File: src/rtl/countdown_bcd_timer.sv
// Six-digit BCD countdown timer (ss:mm:hh layout) with load/start/stop control and a Done pulse on expiry.
// Optional build macro AUTO_RELOAD_EN: on expiry, reload the last loaded value and keep running.
module countdown_bcd_timer #(
  parameter int WIDTH = 4
) (
  input  logic             Clk,
  input  logic             Clr,
  input  logic             Tick,
  input  logic             Load,
  input  logic             Start,
  input  logic             Stop,
  input  logic [WIDTH-1:0] D0,
  input  logic [WIDTH-1:0] D1,
  input  logic [WIDTH-1:0] D2,
  input  logic [WIDTH-1:0] D3,
  input  logic [WIDTH-1:0] D4,
  input  logic [WIDTH-1:0] D5,
  output logic [WIDTH-1:0] Q0,
  output logic [WIDTH-1:0] Q1,
  output logic [WIDTH-1:0] Q2,
  output logic [WIDTH-1:0] Q3,
  output logic [WIDTH-1:0] Q4,
  output logic [WIDTH-1:0] Q5,
  output logic             Running,
  output logic             Zero,
  output logic             Done
);

  // state   | meaning
  // IDLE    | loaded or reset, not counting
  // RUN     | decrementing on each Tick
  // PAUSE   | stopped mid-count, Start resumes
  // EXPIRED | reached zero, only Load or Clr leaves
  typedef enum logic [1:0] {IDLE, RUN, PAUSE, EXPIRED} state_t;

  state_t           state;
  logic [WIDTH-1:0] q    [6];
  logic [WIDTH-1:0] din  [6];
  logic [WIDTH-1:0] dsat [6];
  logic [WIDTH-1:0] dec  [6];
  logic             is_one;
`ifdef AUTO_RELOAD_EN
  logic [WIDTH-1:0] reload [6];
`endif

  function automatic logic [WIDTH-1:0] lim(input int i);
    return ((i % 2) != 0) ? WIDTH'(5) : WIDTH'(9);
  endfunction

  assign din[0] = D0;
  assign din[1] = D1;
  assign din[2] = D2;
  assign din[3] = D3;
  assign din[4] = D4;
  assign din[5] = D5;

  always_comb begin
    for (int i = 0; i < 6; i++) begin
      dsat[i] = (din[i] > lim(i)) ? lim(i) : din[i];
    end
  end

  // Borrow ripples from seconds units upward within one cycle.
  always_comb begin : dec_blk
    logic borrow;
    borrow = 1'b1;
    for (int i = 0; i < 6; i++) begin
      dec[i] = q[i];
      if (borrow) begin
        if (q[i] == '0) begin
          dec[i] = lim(i);
        end else begin
          dec[i] = q[i] - WIDTH'(1);
          borrow = 1'b0;
        end
      end
    end
  end

  assign is_one = (q[0] == WIDTH'(1)) && (q[1] == '0) && (q[2] == '0) &&
                  (q[3] == '0) && (q[4] == '0) && (q[5] == '0);
  assign Zero   = (q[0] == '0) && (q[1] == '0) && (q[2] == '0) &&
                  (q[3] == '0) && (q[4] == '0) && (q[5] == '0);

  always_ff @(posedge Clk or negedge Clr) begin
    if (!Clr) begin
      state   <= IDLE;
      Running <= 1'b0;
      Done    <= 1'b0;
      for (int i = 0; i < 6; i++) begin
        q[i] <= '0;
`ifdef AUTO_RELOAD_EN
        reload[i] <= '0;
`endif
      end
    end else begin
      Done <= 1'b0;
      if (Load) begin
        state   <= IDLE;
        Running <= 1'b0;
        for (int i = 0; i < 6; i++) begin
          q[i] <= dsat[i];
`ifdef AUTO_RELOAD_EN
          reload[i] <= dsat[i];
`endif
        end
      end else begin
        case (state)
          IDLE, PAUSE: begin
            if (Start && !Zero) begin
              state   <= RUN;
              Running <= 1'b1;
            end
          end
          RUN: begin
            if (Stop) begin
              state   <= PAUSE;
              Running <= 1'b0;
            end else if (Tick) begin
              if (is_one) begin
                Done <= 1'b1;
`ifdef AUTO_RELOAD_EN
                for (int i = 0; i < 6; i++) q[i] <= reload[i];
`else
                for (int i = 0; i < 6; i++) q[i] <= '0;
                state   <= EXPIRED;
                Running <= 1'b0;
`endif
              end else begin
                for (int i = 0; i < 6; i++) q[i] <= dec[i];
              end
            end
          end
          default: begin
            state   <= EXPIRED;
            Running <= 1'b0;
          end
        endcase
      end
    end
  end

  assign Q0 = q[0];
  assign Q1 = q[1];
  assign Q2 = q[2];
  assign Q3 = q[3];
  assign Q4 = q[4];
  assign Q5 = q[5];

endmodule

File: config.mk
export PLATFORM = sky130hd
export DESIGN_NAME = countdown_bcd_timer
export DESIGN_NICKNAME = d
export VERILOG_FILES = /design/src/rtl/countdown_bcd_timer.sv
export SDC_FILE = /design/constraint.sdc
export NUM_CORES = 1
export LEC_CHECK = 0
export ABC_AREA = 1
export BUFFER_PORTS_ARGS = -buffer_cell sky130_fd_sc_hd__buf_2
export CAP_MARGIN = 5
export CORE_ASPECT_RATIO = 0.8
export CORE_MARGIN = 3
export CORE_UTILIZATION = 45
export CTS_CLUSTER_DIAMETER = 40
export DETAILED_ROUTE_END_ITERATION = 8
export PLACE_DENSITY = 0.84
export RECOVER_POWER = 50
export SLEW_MARGIN = 20
export SYNTH_ARGS = -nofsm -noshare
export SYNTH_HDL_FRONTEND = slang
export SYNTH_SLANG_ARGS = --single-unit
File: constraint.sdc
create_clock -name Clk -period 1.7 [get_ports Clk]
set_input_delay 0.17 -clock Clk [delete_from_list [all_inputs] [get_ports Clk]]
set_output_delay 0.17 -clock Clk [all_outputs]
set_load 0.01 [all_outputs]
== Word level (Yosys, flattened, before mapping) ==
Index checks and enable logic that the tools add are counted.

* Register bits after elaboration: 28
* Input port bits: 30
* Output and inout bits: 27
* Word-level logic and storage cells: 110

* Add/subtract/negate cells: 6
* $lt $le $gt $ge: 6
* Equality and inequality tests: 7
* Muxes and demuxes: 48
* Reductions and logical operators: 34

{| class="wikitable"
|+ Operator list
! kind !! count
|-
| 24-bit two-way mux || 5
|-
| 4-bit two-way mux || 17
|-
| 4-bit zero test || 6
|-
| 4-bit by 1-bit subtractor with 4-bit output (second input constant) || 6
|-
| 4-bit AND reduction || 5
|-
| 1-bit two-way mux || 19
|-
| 3-bit nonzero test || 5
|-
| 4-bit by 3-bit greater-than comparator with 1-bit output (second input constant) || 3
|-
| 4-bit greater-than comparator (second input constant) || 3
|-
| 1-bit logical AND || 11
|-
| 2-bit two-way mux || 5
|-
| 4-bit inequality test (second input constant) || 2
|-
| 3-bit AND reduction || 2
|-
| 4-bit by 1-bit == test with 1-bit output (second input constant) || 1
|-
| 2-bit one-hot mux with 2 select lines || 1
|-
| 2-bit nonzero test || 2
|-
| 3-bit inequality test (second input constant) || 1
|-
| 2-bit by 1-bit == test with 1-bit output (second input constant) || 1
|-
| 2-bit == test (second input constant) || 1
|-
| 2-bit zero test || 1
|-
| 2-bit inequality test (second input constant) || 1
|-
| 1-bit one-hot mux with 2 select lines || 1
|-
| 2-bit OR reduction || 1
|-
| 1-bit zero test || 1
|}

== Longest topological paths before layout ==
Gate-level depths: netlist (run 1).

* Depth after elaboration: 12
* Gate-level depth with buffers: 11
* Depth with buffers taken out: 11

== Worst setup path after synthesis (run 1) ==
Ideal clock, no wire load.

* Path type: reg-to-reg
* Start: reg q (netlist bit Q4[0])
* End: reg q (netlist bit Q5[2])
* Library setup time: 0.117 ns
* Arrival time: 1.543 ns
* Data required time: 1.583 ns
* Setup slack: 0.040 ns
* Stages on the path, launching flop included: 12
* Buffers on the path: 0
* Period minus slack after synthesis: 1.660 ns
* Cell sequence: dfrtp_1 > inv_1 > ha_1 > nand3_1 > nor2_4 > nand3_4 > nand2_4 > inv_4 > nand2_8 > nand2_4 > nand2_1 > nand2_1

* Word-level cells in the longest chain between the ends: 8
* Elaborated cells between the ends (all ways): 12
* Classes of those cells: mux (7); reduce/logical (5)

{| class="wikitable"
|+ RTL lines
! item !! line !! RTL
|-
| start, declared || 37 || <nowiki>logic [WIDTH-1:0] q [6];</nowiki>
|-
| start signal, assigned by index || 102 || <nowiki>q[i] <= dsat[i];</nowiki>
|-
| 4-bit zero test * || 70, 81 ||
|-
| 1-bit logical AND (2 in a row) || 81 || <nowiki>(q[3] == '0) && (q[4] == '0) && (q[5] == '0);</nowiki>
|-
| 24-bit two-way mux || 120 || <nowiki>if (is_one) begin</nowiki>
|-
| 24-bit two-way mux || 119 || <nowiki>end else if (Tick) begin</nowiki>
|-
| 24-bit two-way mux || 116 || <nowiki>if (Stop) begin</nowiki>
|-
| 24-bit two-way mux || 108 || <nowiki>case (state)</nowiki>
|-
| 24-bit two-way mux || 98 || <nowiki>if (Load) begin</nowiki>
|}

Every way passes the cells marked *; elsewhere a longest branch is shown, timed or not. The select of a mux whose other input is x is not followed.
A chain may end at the register's enable or synchronous reset.

== Worst setup path in the final report (run 1) ==
* Start: reg q (netlist bit Q4[0])
* End: reg q (netlist bit Q4[3])

* Word-level cells in the longest chain between the ends: 8
* Elaborated cells between the ends (all ways): 13
* Classes of those cells: add/sub (1); mux (7); reduce/logical (5)

{| class="wikitable"
|+ RTL lines
! item !! line
|-
| 4-bit by 1-bit subtractor with 4-bit output or 4-bit zero test (tied branches) || 73, 70, 81
|-
| 4-bit two-way mux or 1-bit logical AND (tied branches) || 70, 81
|-
| 4-bit two-way mux or 1-bit logical AND (tied branches) || 69, 81
|-
| 24-bit two-way mux || 120
|-
| 24-bit two-way mux || 119
|-
| 24-bit two-way mux || 116
|-
| 24-bit two-way mux || 108
|-
| 24-bit two-way mux || 98
|}

Several ways; a longest one is shown, not always the timed one. The select of a mux whose other input is x is not followed.

==> results of run 1 <==
[where the power goes]
| group | switching (mW) | internal, mW | total, mW | leakage, nW |
|---|---|---|---|---|
| logic | 1.26 | 1.16 | 2.42 | 1.19 |
| registers | 0.175 | 0.860 | 1.04 | 0.353 |
| clock network | 0.224 | 0.208 | 0.433 | 0.0288 |
| total | 1.66 | 2.23 | 3.89 | 1.57 |
[logic make-up after synthesis]
family | share of synthesized area (%)
AND/OR/NAND/NOR | 35.8
AO/OA/AOI/OAI | 14.1
buffers and inverters | 8.55
flip-flops | 34.0
XOR/XNOR | 3.40
adder cells (fa/ha/maj) | 4.24
[per-layer routing]
layer	up-vias	routed length, um	GRT usage, %
met2	109	2870	36.6
met3	9	482	4.73
met5	-	0	0
met1	1090	2820	31.9
li1	1120	-	-
met4	0	85	8.71
[final cells by class]
cell class | instances | area [um2]
Inverter | 38 | 158
Tap cell | 57 | 71.3
Clock buffer | 4 | 55.1
Timing Repair Buffer | 102 | 634
Sequential cell | 28 | 701
Fill cell | 339 | 1310
Multi-Input combinational cell | 208 | 1380
[synth_stat cells, drive strengths merged (2+ instances only)]
master and count:
o21ai 23, dfrtp 28, o22ai 4, inv 38
xor2 4, buf 4, o31ai 2, nor3 5
nor2 29, nand4 3, xnor2 4, nand3b 2
or2 2, a21oi 13, nand2 77, nand3 26
ha 7
[critical path: stages, from the launching register on]
cell	delay, ns
dfrtp_1	0.41
inv_2	0.10
ha_4	0.15
nand3_4	0.09
nor2_4	0.10
buf_4	0.12
nand3_4	0.20
nand3_4	0.20
nand2_8	0.09
nor2_4	0.11
nand2_1	0.09
nand2_1	0.07
[registers in the layout, summed over array words and instances (netlist names)]
| name | cells |
|---|---|
| Q0 | 4 |
| Q1 | 4 |
| Q2 | 4 |
| Q3 | 4 |
| Q4 | 4 |
| Q5 | 4 |
| state | 2 |
| Done | 1 |
| Running | 1 |
[repair_timing]
action                                  in CTS  in global routing
hold buffers                                 1                  0
endpoints found under the setup margin      20                 26
setup buffers                               15                 10
endpoints found under the hold margin       28                  0
pin swaps                                   12                 15
gates resized for setup                     31                 30
[worst max path at each step]
stage	startpoint	to	slack, ns	depth (start not counted)
after floorplan	Q4[0]	Q5[2]	0.04	11
after global placement	Q4[1]	Q5[3]	0.01	11
after detailed placement	Q4[0]	Q5[3]	-0.08	11
after CTS	Q2[1]	Zero	-0.07	8
after global routing	Q4[0]	Zero	-0.19	8
final	Q4[0]	Q4[3]	-0.1	11
[through the flow]
step           hold WS [ns]  util (%)
3_3_place_gp          0.232      58.8
2_1_floorplan        -0.126         -
6_report              0.201      69.7
4_1_cts               0.199      65.5
5_1_grt               0.219      69.7
3_5_place_dp          0.238      58.8
==> implementation parameters, run 1 <==
Parameter                              Value

Floorplan
  Area of the core ... 4310 um2
  Number of rows created at floorplan ... 21
  Width of the chip ... between 80 and 90 um
  Die boundary height ... 66.6 um
  I/O pin count ... 57
  Starting Density ... between 40% and 50%
  Die area ... ~5400 um2

Layout
  Most frequent standard cell in the layout excluding fill and tap cells ... nand2_1
  Filler-free cell count of the finished design ... 437
  Synth-to-Final Area Change ... 45.5%
  Total number of nets in the final design ... 418
  Number of inserted diodes ... 0
  Most used cells in the layout excluding fill and tap cells ... nand2_1 (57), buf_2 (54), buf_4 (43), dfrtp_1 (28), inv_1 (24)
  Proportion of layout cells with a drive suffix above 1 ... 42.6%
  Post-route cell area ... 3000 um2

Min path
  Worst Hold Path Cells ... 3
  WHS Endpoint ... Q0[1]
  Worst Min Path Start ... D0[1]
  Type of the worst min-delay path ... in -> reg

Setup path
  Crit path arrival time ... 2.03 ns
  R2r worst-path depth ... 11
  CP startpoint kind ... register
  Worst reg2reg setup slack ... -0.1 ns
  Origin of the critical flop-to-flop path ... Q4[0]
  Startpoint-to-endpoint class of the critical path ... reg -> reg
  Endpoint kind of the worst setup timing path ... register
  Required time of the critical path ... 1.93 ns
  CP Max Fanout ... 8
  Worst flop-to-flop path endpoint ... Q4[3]

Logic synthesis
  Top cells by area, synth ... dfrtp_1 (34%), nand2_1 (13%), inv_1 (6.0%)
  Synthesized area per cell ... 7.40 um2
  Top-area cell type share of the netlist area ... between 30% and 40%
  Sequential cell area fraction in the yosys report ... between 30% and 40%
  Synth warnings ... 0
  Synth area leader ... dfrtp_1
  Share of async-settable or async-resettable flops after synthesis ... 100%
  Distinct cells, synth ... 39
  Post-synthesis sequential element count ... 28
  Number of cells produced by synthesis ... roughly 280
  Synthesized cell area ... 2060 um2
  Number of flops mapped to enable cells by yosys ... 0
  Number of nets produced by synthesis ... 316
  Main flop type after synthesis ... dfrtp_1

Power and ir drop
  LEAKAGE ... around 1.6 nW
  Worst VDD drop ... ~800 uV
  PnR Total Power ... 3.89 mW
  Power Dens Cells ... 1300 nW/um2

Timing
  Endpoints failing hold ... 0
  Layout Skew ... roughly 0.0021 ns
  Share of the cycle needed by the critical path after routing ... 106%
  Count of pins over their slew limit ... 0
  Setup TNS ... -0.958 ns
  Worst slew margin relative to its limit ... 50.8%
  Smallest setup slack after layout ... -0.0958 ns
  Slew at the pin closest to its max-slew limit ... 0.738 ns
  Max Clk Rate ... roughly 560 MHz
  Setup repair after global routing missed its margin ... true
  Final number of setup-violating endpoints ... 22
  Final critical-path required period ... 1.80 ns

Clock network
  CTS H-tree lvls ... 1
  TritonCTS clock tree ... built
  Number of buffers between clock root and the deepest sink ... 2
  Clock slew at the register clock pins of the worst setup and hold paths ... 0.10 ns
  Number of sinks handled by clock tree synthesis ... 28
  Clock latency of the later-clocked register in the worst-skew pair ... just under 0.3 ns
  Cts bufs inserted ... 3
  Clock root cell ... clkbuf_8

Outcome
  Outcome ... finished with violations
  Violated checks ... setup timing

Run
  # Max-Cap Violations ... 0

Placement
  Cell Count Post-Placement ... 407
  Count of buffers from port buffering ... 56
  Final estimated routing congestion in global placement ... between 0.8 and 0.9
  Placement Cell Area ... 2530 um2
  Worst setup timing slack at the placement stage ... -0.0829 ns
  Detailed placement HPWL ... 4.09 mm

Detailed routing
  Vias per cell ... about 5.3
  Detailed router's first-iteration violation count ... 125
  Final WL ... 6.26 mm
  Average wire length per cell after detail routing ... approximately 14 um
  Via count ... 2,328
  DRC errors left ... 0
  Antenna-violating nets left ... 0
  Count of TritonRoute iterations in the first routing pass ... 5

Global route
  Sum of overflow across all layers after global routing ... 0
  Initial antenna violation count ... 0
  First-pass GRT wire length ... roughly 9.8 mm
  Via count of the first global-routing pass ... 2,137
  Pin count of the biggest net entering global routing ... 29
  All-Layer GR Usage ... between 20% and 30%
Note: power is estimated with default switching activity, not from simulation.
==> inputs of run 2 (changes only) <==
--- a/config.mk
+++ b/config.mk
@@ -8,8 +8,7 @@
 export ABC_AREA = 1
 export BUFFER_PORTS_ARGS = -buffer_cell sky130_fd_sc_hd__buf_2
 export CAP_MARGIN = 5
-export CORE_ASPECT_RATIO = 0.8
-export CORE_MARGIN = 3
+export CORE_ASPECT_RATIO = 1.2
 export CORE_UTILIZATION = 45
 export CTS_CLUSTER_DIAMETER = 40
 export DETAILED_ROUTE_END_ITERATION = 8
==> implementation parameters, run 2 (synthesis gave the netlist of run 1 again) <==
Parameter                              Value

Clock network
  Cts bufs inserted ... 3
  CTS H-tree lvls ... 1
  Clock latency of the later-clocked register in the worst-skew pair ... 0.28 ns
  Number of buffers between clock root and the deepest sink ... 2
  TritonCTS clock tree ... built
  Clock slew at the register clock pins of the worst setup and hold paths ... 0.10 ns
  Clock root cell ... clkbuf_8
  Number of sinks handled by clock tree synthesis ... 28

Floorplan
  Starting Density ... 47.7%
  Die boundary height ... 76.2 um
  Width of the chip ... between 60 and 70 um
  I/O pin count ... 57
  Die area ... 4860 um2
  Number of rows created at floorplan ... 26
  Area of the core ... 4330 um2

Power and ir drop
  Power Dens Cells ... 1310 nW/um2
  Share of total power in combinational logic ... 58.8%
  Net Switching ... 1.57 mW
  Worst VDD drop ... 554 uV
  Clk pwr share ... 13.9%
  LEAKAGE ... approximately 1.5 nW
  PnR Total Power ... ~3.8 mW
  Cell Int Power ... 2.24 mW
  Register share of total power ... 27.3%
  Sw Ratio ... 41.3%

Layout
  Most frequent standard cell in the layout excluding fill and tap cells ... nand2_1
  Filler-free cell count of the finished design ... 428
  Proportion of layout cells with a drive suffix above 1 ... between 30% and 40%
  Total number of nets in the final design ... between 400 and 500
  Most used cells in the layout excluding fill and tap cells ... nand2_1 (68), buf_2 (53), buf_4 (34), dfrtp_1 (28), inv_1 (24)
  Synth-to-Final Area Change ... 41.2%
  Number of inserted diodes ... 0
  Post-route cell area ... 2910 um2

Detailed routing
  Vias per cell ... 5.20
  Detailed router's first-iteration violation count ... between 70 and 80
  Via count ... 2,227
  Final WL ... 5.61 mm
  Count of TritonRoute iterations in the first routing pass ... 4
  Average wire length per cell after detail routing ... between 10 and 15 um
  Antenna-violating nets left ... 0
  DRC errors left ... 0

Timing
  Count of pins over their slew limit ... 0
  Slew at the pin closest to its max-slew limit ... between 0.7 and 0.8 ns
  Layout Skew ... 0.00570 ns
  Endpoints failing hold ... 0
  Share of the cycle needed by the critical path after routing ... 104%
  Max Clk Rate ... 565 MHz
  Worst slew margin relative to its limit ... 53.3%
  Smallest setup slack after layout ... -0.0692 ns
  Setup repair after global routing missed its margin ... true
  Final number of setup-violating endpoints ... 21
  Worst hold slack after final layout ... 0.202 ns
  Final critical-path required period ... 1.77 ns

Global route
  Initial antenna violation count ... 0
  Via count of the first global-routing pass ... between 2,000 and 2,500
  Sum of overflow across all layers after global routing ... 0
  Pin count of the biggest net entering global routing ... 29
  First-pass GRT wire length ... 9.47 mm
  All-Layer GR Usage ... between 20% and 30%

Outcome
  Violated checks ... setup timing
  Outcome ... finished with violations

Setup path
  Required time of the critical path ... 1.87 ns
  Crit path arrival time ... 1.94 ns
  CP startpoint kind ... register
  CP Max Fanout ... 7
  Startpoint-to-endpoint class of the critical path ... reg -> reg
  Endpoint kind of the worst setup timing path ... register

Placement
  Detailed placement HPWL ... roughly 3.9 mm
  Worst setup timing slack at the placement stage ... -0.0590 ns
  Count of buffers from port buffering ... 56
  Cell Count Post-Placement ... 405
  Final estimated routing congestion in global placement ... ~0.9
  Placement Cell Area ... 2520 um2

Run
  # Max-Cap Violations ... 0

Min path
  Type of the worst min-delay path ... in -> reg
-- run 2: per-layer routing --
metal	track usage, %	vias up	part of all wire (%)
met5	0	-	0
met4	7.05	0	1.9
met3	1.95	12	3.9
met2	43.6	72	54
met1	30.1	1047	41
li1	-	1096	-
-- run 2: power by group through the flow --
stage	logic (mW)	registers [mW]	clock network [mW]
6_report	2.24	1.04	0.530
5_1_grt	2.49	1.07	0.559
4_1_cts	2.08	1.04	0.537
3_5_place_dp	1.73	1.03	0
3_3_place_gp	1.69	1.02	0
2_1_floorplan	0.973	1.14	0
-- run 2: path summary, 6_finish.rpt --
path                           end  cells after the start    start  slack, ns
max                          Q0[3]                      9    Q4[0]      -0.07
min                          Q0[1]                      3    D0[1]       0.20
max reg2reg                  Q0[3]                      9    Q4[0]      -0.07
min reg2reg                Running                      2  Running       0.48
max in group asynchronous    Q2[0]                      2      Clr       0.79
min in group asynchronous    Q5[1]                      2      Clr       0.46
-- run 2: repair_timing --
action                                  CTS  global route
endpoints found under the setup margin   21            29
hold endpoints to repair                 28             0
gates resized for setup                  29            16
pin swaps                                 9             7
setup buffers                            11             7
hold buffers                              1             0
-- run 2: critical path, stage by stage, from the launching register on --
cell	delay, ns
dfrtp_1	0.40
inv_2	0.08
ha_4	0.15
nand3_4	0.10
nor2_4	0.12
buf_4	0.14
nand3_4	0.20
buf_4	0.22
a21oi_1	0.17
o21ai_1	0.08
-- run 2: cell type report --
type,count,area [um2]
inverters,38,150
multi-input cells,208,1350
flip-flops and latches,28,701
repair buffers,94,577
clock inverters,1,30.0
clock buffers,3,41.3
well taps,56,70.1
fillers,340,1410
-- run 2: stage by stage --
step           TNS, ns  util, %
6_report        -0.800     67.4
5_1_grt          -3.23     67.4
4_1_cts        -0.0494     64.7
3_5_place_dp    -0.305     58.4
3_3_place_gp         0     58.4
2_1_floorplan        0        -
==> inputs of run 3 (changes only) <==
--- a/config.mk
+++ b/config.mk
@@ -12,8 +12,8 @@
 export CORE_UTILIZATION = 45
 export CTS_CLUSTER_DIAMETER = 40
 export DETAILED_ROUTE_END_ITERATION = 8
-export PLACE_DENSITY = 0.84
-export RECOVER_POWER = 50
+export PLACE_DENSITY = 0.81
+export RECOVER_POWER = 100
 export SLEW_MARGIN = 20
 export SYNTH_ARGS = -nofsm -noshare
 export SYNTH_HDL_FRONTEND = slang
==> constraint.sdc (replaced) <==
create_clock -name Clk -period 1.9 [get_ports Clk]
set_input_delay 0.19 -clock Clk [delete_from_list [all_inputs] [get_ports Clk]]
set_output_delay 0.19 -clock Clk [all_outputs]
set_load 0.01 [all_outputs]
==> implementation parameters, run 3 (synthesis gave the netlist of run 1 again) <==
Parameter                              Value

Global route
  Via count of the first global-routing pass ... 1,939
  Met1 capacity usage during global routing ... 28.2%
  First-pass GRT wire length ... 8.37 mm
  GRT met2 Usage ... 35.0%
  All-Layer GR Usage ... 21.1%
  Pin count of the biggest net entering global routing ... 29
  Initial antenna violation count ... 0
  Met3 track utilization from global routing ... 2.84%
  Peak-usage layer in the global routing report ... met2
  Sum of overflow across all layers after global routing ... 0

Floorplan
  Area of the core ... 4330 um2
  Die area ... 4860 um2
  I/O pin count ... 57
  Number of rows created at floorplan ... 26
  Starting Density ... 47.7%
  Die boundary height ... 76.2 um
  Width of the chip ... 63.8 um

Setup path
  Startpoint-to-endpoint class of the critical path ... reg -> out
  CP startpoint kind ... register
  CP Max Fanout ... 3
  Required time of the critical path ... 1.71 ns
  Crit path arrival time ... 1.62 ns
  Endpoint kind of the worst setup timing path ... output port

Placement
  Cell Count Post-Placement ... 388
  Worst setup timing slack at the placement stage ... approximately 0.088 ns
  Count of buffers from port buffering ... 56
  Final estimated routing congestion in global placement ... approximately 0.91
  Detailed placement HPWL ... 3.69 mm

Timing
  Share of the cycle needed by the critical path after routing ... between 90% and 100%
  Count of pins over their slew limit ... 0
  Slew at the pin closest to its max-slew limit ... 0.702 ns
  Worst slew margin relative to its limit ... around 53%
  Max Clk Rate ... ~550 MHz
  Final critical-path required period ... 1.81 ns
  Layout Skew ... approximately 0.0055 ns
  Final number of setup-violating endpoints ... 0
  Setup TNS ... 0 ns
  Endpoints failing hold ... 0
  Smallest setup slack after layout ... 0.0906 ns

Layout
  Total number of nets in the final design ... around 380
  Share of the core filled with cells in the final layout ... 59.2%
  Filler cell count ... around 400
  Multi-input combinational cell area ... 1240 um2
  Number of inserted diodes ... 0
  Synth-to-Final Area Change ... 24.2%
  Proportion of layout cells with a drive suffix above 1 ... between 20 and 30%
  Sequential cell area ... 701 um2
  Filler-free cell count of the finished design ... 400
  Most used cells in the layout excluding fill and tap cells ... nand2_1 (69), buf_2 (49), inv_1 (29), dfrtp_1 (28), nor2_1 (21)
  Most frequent standard cell in the layout excluding fill and tap cells ... nand2_1

Clock network
  Number of buffers between clock root and the deepest sink ... 2
  TritonCTS clock tree ... built
  CTS H-tree lvls ... 1
  Clock slew at the register clock pins of the worst setup and hold paths ... 0.10 ns
  Clock latency of the later-clocked register in the worst-skew pair ... between 0.2 and 0.3 ns
  Number of sinks handled by clock tree synthesis ... 28
  Clock root cell ... clkbuf_8
  Cts bufs inserted ... 3

Detailed routing
  Count of TritonRoute iterations in the first routing pass ... 4
  Detailed router's first-iteration violation count ... 88
  Via count ... ~2,100
  Vias per cell ... 5.19
  Final WL ... ~5.0 mm
  Average wire length per cell after detail routing ... approximately 13 um
  DRC errors left ... 0
  Antenna-violating nets left ... 0

Power and ir drop
  LEAKAGE ... 1.36 nW
  Power Dens Cells ... 1110 nW/um2
  Worst VDD drop ... 446 uV

Outcome
  Outcome ... completed

Min path
  Type of the worst min-delay path ... in -> reg

Run
  # Max-Cap Violations ... 0
[run 3: cell types whose count changed in the layout (fill, tap and decap cells not counted), moves of 2 or more]
cell / change
inv_1: +5
nor2_4: -3
buf_6: -3
nor2_2: +2
buf_2: -4
inv_2: -4
buf_4: -25
nand2_8: -2
o21ai_0: +2
nand3_4: -4
clkbuf_1: +4
nand3_2: +3
[run 3: timing repair]
action	in CTS	in global routing
gates cloned	0	0
pin swaps	1	6
buffers inserted	0	7
gates resized for setup	1	14
hold buffers	1	0
setup endpoints to repair	1	13
endpoints found under the hold margin	28	0
[run 3: routing by layer]
layer	up-vias	part of all wire [%]
met1	965	43
met2	64	50
met3	8	5.7
met5	-	0
met4	0	1.5
li1	1039	-
[run 3: path summary, 6_finish.rpt]
check                      startpoint       to  slack (ns)  cells after the start
setup / recovery                Q4[0]     Zero        0.09                      7
hold / removal                  D0[1]    Q0[1]        0.21                      3
setup reg to reg                Q4[0]    Q4[2]        0.15                      9
hold reg to reg               Running  Running        0.48                      2
max in group asynchronous         Clr    Q2[0]        0.98                      2
min in group asynchronous         Clr    Q0[3]        0.47                      2
[run 3: worst max-delay path: stages, from the launching register on]
cell     delay, ns
dfrtp_1       0.41
inv_2         0.10
ha_4          0.15
nand3_2       0.12
nor2_4        0.18
nand4_1       0.17
inv_1         0.08
buf_2         0.12
[run 3: layout make-up]
| class | instances | share of cell area [%] |
|---|---|---|
| clock buffers | 4 | 2.15 |
| flip-flops and latches | 28 | 27.3 |
| inverters | 38 | 5.66 |
| multi-input cells | 208 | 48.4 |
| well taps | 56 | 2.73 |
| repair buffers | 66 | 13.7 |
[run 3: per-stage QoR]
step                      hold slack [ns]  cell area [um2]  power (mW)
after floorplan                    -0.106             2060        1.89
after global placement              0.253             2400        2.27
after detailed placement            0.255             2400        2.30
after CTS                           0.211             2460        2.69
after global routing                0.216             2560        3.09
final                               0.211             2560        2.85
[run 3: power by group]
group | internal, mW | leakage, nW | total (mW) | switching [mW]
registers | 0.770 | 0.353 | 0.958 | 0.189
logic | 0.644 | 0.981 | 1.51 | 0.863
clock network | 0.186 | 0.0288 | 0.384 | 0.198
total | 1.60 | 1.36 | 2.85 | 1.25
